==> src/rtl/fetch_pc_gen.sv <==
// Fetch-group program counter: FETCH_W aligned lane addresses per cycle,
// with stall, group-aligned redirect with leading-lane masking, and halt.
module fetch_pc_gen #(
  parameter int unsigned      WIDTH     = 32,
  parameter int unsigned      FETCH_W   = 2,
  parameter logic [WIDTH-1:0] RESET_VEC = '0
) (
  input  logic             clk,
  input  logic             rst,
  input  logic             stall_f,
  input  logic             redirect_valid,
  input  logic [WIDTH-1:0] redirect_pc,
  input  logic             halt_req,
  output logic [WIDTH-1:0] pc_out [FETCH_W],
  output logic [FETCH_W-1:0] lane_valid,
  output logic             fetch_valid,
  output logic             halted
);

  localparam int unsigned OFF_W  = $clog2(FETCH_W * 4);
  localparam int unsigned LANE_W = (FETCH_W > 1) ? $clog2(FETCH_W) : 1;
  localparam logic [WIDTH-1:0] STEP = WIDTH'(FETCH_W * 4);

  if ((FETCH_W < 1) || (FETCH_W > 8) ||
      ((FETCH_W & (FETCH_W - 1)) != 0)) begin : g_bad_fw
    $error("fetch_pc_gen: FETCH_W must be a power of two in 1..8");
  end

  if ((RESET_VEC % (FETCH_W * 4)) != 0) begin : g_bad_rv
    $error("fetch_pc_gen: RESET_VEC not aligned to the fetch group");
  end

  typedef enum logic {
    RUN  = 1'b0,
    HALT = 1'b1
  } state_t;

  state_t           state;
  logic [WIDTH-1:0] base;
  logic [LANE_W-1:0] start_lane;

  logic [WIDTH-1:0]  redir_base;
  logic [LANE_W-1:0] redir_lane;
  logic              unused_pc_bits;

  assign redir_base = {redirect_pc[WIDTH-1:OFF_W], OFF_W'(0)};
  assign unused_pc_bits = ^redirect_pc[1:0];

  // Word index within the group selects the first live lane.
  if (FETCH_W > 1) begin : g_lane
    assign redir_lane = redirect_pc[OFF_W-1:2];
  end else begin : g_lane1
    assign redir_lane = '0;
  end

  always_ff @(posedge clk) begin
    if (rst) begin
      base       <= RESET_VEC;
      start_lane <= '0;
      state      <= RUN;
    end else if (redirect_valid) begin
      base       <= redir_base;
      start_lane <= redir_lane;
      state      <= RUN;
    end else if (state == HALT) begin
      state      <= HALT;
    end else if (halt_req) begin
      state      <= HALT;
    end else if (!stall_f) begin
      base       <= base + STEP;
      start_lane <= '0;
    end
  end

  for (genvar i = 0; i < FETCH_W; i++) begin : g_out
    assign pc_out[i]     = base + WIDTH'(4 * i);
    assign lane_valid[i] = (state == RUN) &&
                           (start_lane <= LANE_W'(i));
  end

  assign fetch_valid = |lane_valid;
  assign halted      = (state == HALT);

endmodule

==> config.mk <==
export PLATFORM = sky130hd
export DESIGN_NAME = fetch_pc_gen
export DESIGN_NICKNAME = d
export VERILOG_FILES = /design/src/rtl/fetch_pc_gen.sv
export SDC_FILE = /design/constraint.sdc
export NUM_CORES = 1
export LEC_CHECK = 0
export ABC_AREA = 1
export BUFFER_PORTS_ARGS = -buffer_cell sky130_fd_sc_hd__buf_2
export CAP_MARGIN = 20
export CORE_UTILIZATION = 44
export DETAILED_ROUTE_END_ITERATION = 6
export PLACE_DENSITY = 0.75
export SYNTH_ARGS = -nofsm -noshare
export SYNTH_HDL_FRONTEND = slang
export SYNTH_SLANG_ARGS = --single-unit
==> constraint.sdc <==
create_clock -name clk -period 1.5 [get_ports clk]
set_input_delay 0.15 -clock clk [delete_from_list [all_inputs] [get_ports clk]]
set_output_delay 0.15 -clock clk [all_outputs]
set_load 0.02 [all_outputs]
[Word level (Yosys, flattened, before mapping)]
Index checks and enable logic that the tools add are counted.
Word-level totals
  bits in registers: 34
  bits of input ports: 37
  word-level logic and storage cells: 30
Operators by class
  add/subtract/negate cells: 2
  order comparisons: 2
  equality and inequality tests: 3
  mux-type cells: 10
  bitwise operators: 3
  reductions and logical operators: 6
Operator list (count)
  $mux W32: 4
  $add A32 B3 Y32 const B: 1
  $add A32 B4 Y32 const B: 1
  $mux W1: 6
  $reduce_and A3 Y1: 2
  $ne A2 B2 Y1 const B: 2
  $reduce_or A2 Y1: 2
  $not A1 Y1: 3
  $le A1 B1 Y1 const B: 2
  $logic_and A1 B1 Y1: 2
  $ne A2 B1 Y1 const B: 1

[Depth between registers and ports, before layout]
  depth after elaboration: 5
  gate-level depth with buffers: 10
  depth with buffers taken out: 10

[Worst setup path after synthesis]
No wires, ideal clock.
  kind: register to register
  from: reg base[4]
  to: reg base[27]
  arrival: 1489 ps
  data required time: 1391 ps
  slack: -98 ps
  cell stages (with the launch flop): 11
  path buffers: 0
  period minus slack after synthesis: 1598 ps
  cells stage by stage: dfxtp_1 > ha_1 > nand2_1 > nor2_4 > nand3_1 > nor2_2 > nand3_1 > nand2_1 > nand3_1 > nand2_1 > inv_1
On the way
  longest elaborated chain between the ends: 5
RTL lines
  start, declared: line 39  | logic [WIDTH-1:0] base;
  start signal, assigned: line 62  | base <= redir_base;
  start signal, assigned: line 70  | base <= base + STEP;
  $add A32 B4 Y32: line 70
  $mux W32: line 69  | end else if (!stall_f) begin
  $mux W32: line 67  | end else if (halt_req) begin
  $mux W32: line 65  | end else if (state == HALT) begin
  $mux W32: line 61  | end else if (redirect_valid) begin
Every way passes these cells. The select of a mux whose other input is x is not followed.
A chain may end at the register's enable or synchronous reset.

[Worst setup path in the final report]
  from: reg base[3]
  to: reg base[27]
Same word-level chain as after synthesis.

==> impl_results.md <==
* Outcome: complete, no violations
* Later-pin clock latency in the skew report at 0.29 ns
* Slew Viols, Final at 0
* Initial Util at 46.5%
* Crit path max fanout at 5
* GRT Util Overall at 24.7%
* Final period util at 98.3%
* DPL Wire Length at 5530 µm
* Die width at 76.2 µm
* Cells on Worst Hold Path at 3
* Yosys cell types at 33
* Clk pin slew, worst setup/hold paths at 0.06 ns
* ANT cells at 0
* Initial antenna violation count at 0
* Vias in the first global route at 2532
* Worst endpoint required time at 1.69 ns
* FILL cells at 541
* Clk_skew at 0.00453 ns
* Switch share at 34.6%
* Hold endpoint: start_lane$_SDFFE_PP0P_
* Syn Std Cell Area at 0.00242 mm²
* Die area at 0.00581 mm²
* Port Buffers at 96
* Buffers and inverters on the worst path at 1
* Cell Pwr Density at 690 mW/mm²
* Routed WL per cell at 12.8 µm
* Core area at 0.00520 mm²
* Routed wire length at 7180 µm
* Area grow syn2layout at 31.0%
* Row count at 26
* RSZ-0062 raised after global routing: true
* Leak Pwr at 1.53 nW
* Worst reg2reg path startpoint: base[3]$_SDFFE_PP0P_
* H-tree depth at 2
* Mapped Cells at 389
* Largest net degree at the start of global routing at 25
* Register bit total from synthesis at 31
* Drt drc at 0
* Slowest CP cell: dfxtp_2
* Max-cap violations at 0
* Final Power at 0.00219 W
* I/O pin count at 105
* Wire length of the first global-routing pass at 11600 µm
* 1st-iter DRT viols at 154
* Worst hold path class: input pin to flip-flop
* Yosys warns at 0
* Via count at 2827
* Grt ovf at 0
* Switching power at 0.000758 W
* Vias per cell at 5.06
* Antenna Nets Post-Route at 0
* Kind of critical path: flip-flop to flip-flop
* Crit end category: flip-flop
* Hold Violations, Final at 0
* Setup ws final at 0.0252 ns
* Combinational share of power at 29.2%
* Storage element area at 628 µm²
* Final setup violation count at 0
* Sequential Power Share at 42.6%
* CP delay by family, top: simple AND/OR/NAND/NOR gates
* Critical path data arrival time at 1.66 ns
* Crit path cell chain: ha_4 -> nand2_4 -> nor2_4 -> nand3_4 -> nor2_4 -> nand3_2 -> nand2_2 -> nand3_2 -> nand2_1 -> inv_1
* Routability cong. at 0.975
* Crit path from: base[3]$_SDFFE_PP0P_
* Seq/Total Area, Yosys at 25.6%
* 1st-pass router iterations at 5
* Post-place setup slack at -0.0320 ns
* Post-layout min period at 1.47 ns
* Reg2Reg Depth at 10
* Reg2reg end: base[27]$_SDFFE_PP0P_
* Max clock buf depth at 2
* Internal at 0.00143 W
* CTS tree: done
* Max Fclk at 678 MHz
* Kind of start point of the critical path: flip-flop
* Clock Sink Count at 31
* Multi-input logic area at 0.00141 mm²
* Mean area per synthesized cell at 6.23 µm²
* R2R setup slack at 0.03 ns
* Crit-path max cell delay at 0.35 ns
* TritonCTS buffer count at 5
* Net count, final at 528
* Root buf cell: clkbuf_8
* Fraction of layout cells with a size suffix above 1 at 39.1%
* Clock network fraction of design power at 28.1%
* Worst Hold Launch: redirect_pc[2]
* Die height at 76.2 µm
* Worst VDD drop at 0.520 mV
layout make-up:
type / instances / share of cell area [%]
multi-input cells: 269 / 44.5
flip-flops and latches: 31 / 19.8
repair buffers: 136 / 25.0
inverters: 47 / 5.64
clock buffers: 6 / 2.29
well taps: 70 / 2.76
sequential cells by signal (all words and copies together), names as in the netlist:
register and flops:
base 29, start_lane 1, halted 1
synthesized netlist by cell type:
library cell	number	area share, %
nor2_2	7	1.8
nor4_1	3	0.77
or2_2	2	0.52
nor2_4	7	3.3
o211ai_1	2	0.62
buf_2	3	0.62
buf_1	1	0.15
o21ai_0	16	3.3
a211oi_1	1	0.31
nor3b_1	1	0.31
nor2_1	40	6.2
a22oi_1	3	0.93
a31oi_1	7	1.8
dfxtp_1	31	26
inv_2	3	0.46
o21ai_2	1	0.36
buf_4	37	11
nand3_1	34	7.0
o21bai_1	3	0.93
nand2_2	8	2.1
a21oi_2	1	0.36
nand4_1	4	1.0
nand2_1	91	14
xor2_1	1	0.36
inv_1	44	6.8
conb_1	2	0.31
nand3_2	3	1.2
nor3_1	8	1.7
a21oi_1	17	3.5
ha_1	1	0.52
clkbuf_1	5	0.77
o221ai_1	1	0.36
nor3_2	1	0.41
what timing repair did:
action,4_1_cts,5_1_grt
gates resized for setup,0,28
setup buffers,3,0
endpoints found under the setup margin,4,20
pin swaps,0,9
hold buffers,0,0
per-stage QoR:
step	hold WS, ns	TNS [ns]	cell area (µm²)	utilization (%)	std cells
after floorplan	0.299	0	2440	-	393
after global placement	0.408	0	2970	57.1	550
after detailed placement	0.410	-0.0326	2970	57.1	550
after CTS	0.108	-0.0327	3080	59.1	559
after global routing	0.123	-0.526	3170	61.0	559
final	0.114	0	3170	61.0	559
worst reg2reg max path: stages, from the launching register on:
cell and delay (ns):
dfxtp_2 0.35, ha_4 0.15, nand2_4 0.06, nor2_4 0.19, nand3_4 0.11, nor2_4 0.18, nand3_2 0.10, nand2_2 0.08
nand3_2 0.06, nand2_1 0.08, inv_1 0.03
cell families after synthesis:
| logic type | synth area share [%] |
|---|---|
| buf+inv | 20.3 |
| fa+ha+maj | 0.516 |
| simple gates | 40.4 |
| other cells | 0.310 |
| xor+xnor | 0.362 |
| compound gates | 12.5 |
| flops | 25.6 |
worst max path at each step:
stage	end	depth (start not counted)
floorplan	base[27]$_SDFFE_PP0P_	10
detailed placement	base[27]$_SDFFE_PP0P_	10
global route	base[27]$_SDFFE_PP0P_	10
global placement	base[27]$_SDFFE_PP0P_	10
finish	base[27]$_SDFFE_PP0P_	10
CTS	base[27]$_SDFFE_PP0P_	10
placed cells by master (no fill, tap or decap), drive strengths merged:
cell type,netlist,final
nand2,99,99
o21ai,17,17
clkbuf,5,6
ha,1,1
a21oi,18,18
o221ai,1,1
a211oi,1,1
nor4,3,3
nand4,4,4
a31oi,7,7
buf,41,136
nor2,54,54
inv,47,47
nor3b,1,1
o21bai,3,3
o211ai,2,2
conb,2,6
nor3,9,9
xor2,1,1
or2,2,2
a22oi,3,3
dfxtp,31,31
nand3,37,37
power by group through the flow:
stage | Combinational, W | Clock, W | Sequential (W)
floorplan | 0.000352 | 0 | 0.00102
global placement | 0.000608 | 0 | 0.000943
detailed placement | 0.000618 | 0 | 0.000946
CTS | 0.000631 | 0.000628 | 0.000927
global route | 0.000695 | 0.000655 | 0.000942
finish | 0.000641 | 0.000616 | 0.000934
routing by layer:
| metal | GRT usage, % | routed length [µm] |
|---|---|---|
| met1 | 31.3 | 3110 |
| met2 | 40.7 | 3280 |
| met3 | 5.39 | 618 |
| met4 | 10.0 | 179 |
| met5 | 0 | 0 |
No activity file was read; power rests on OpenSTA's default activity.
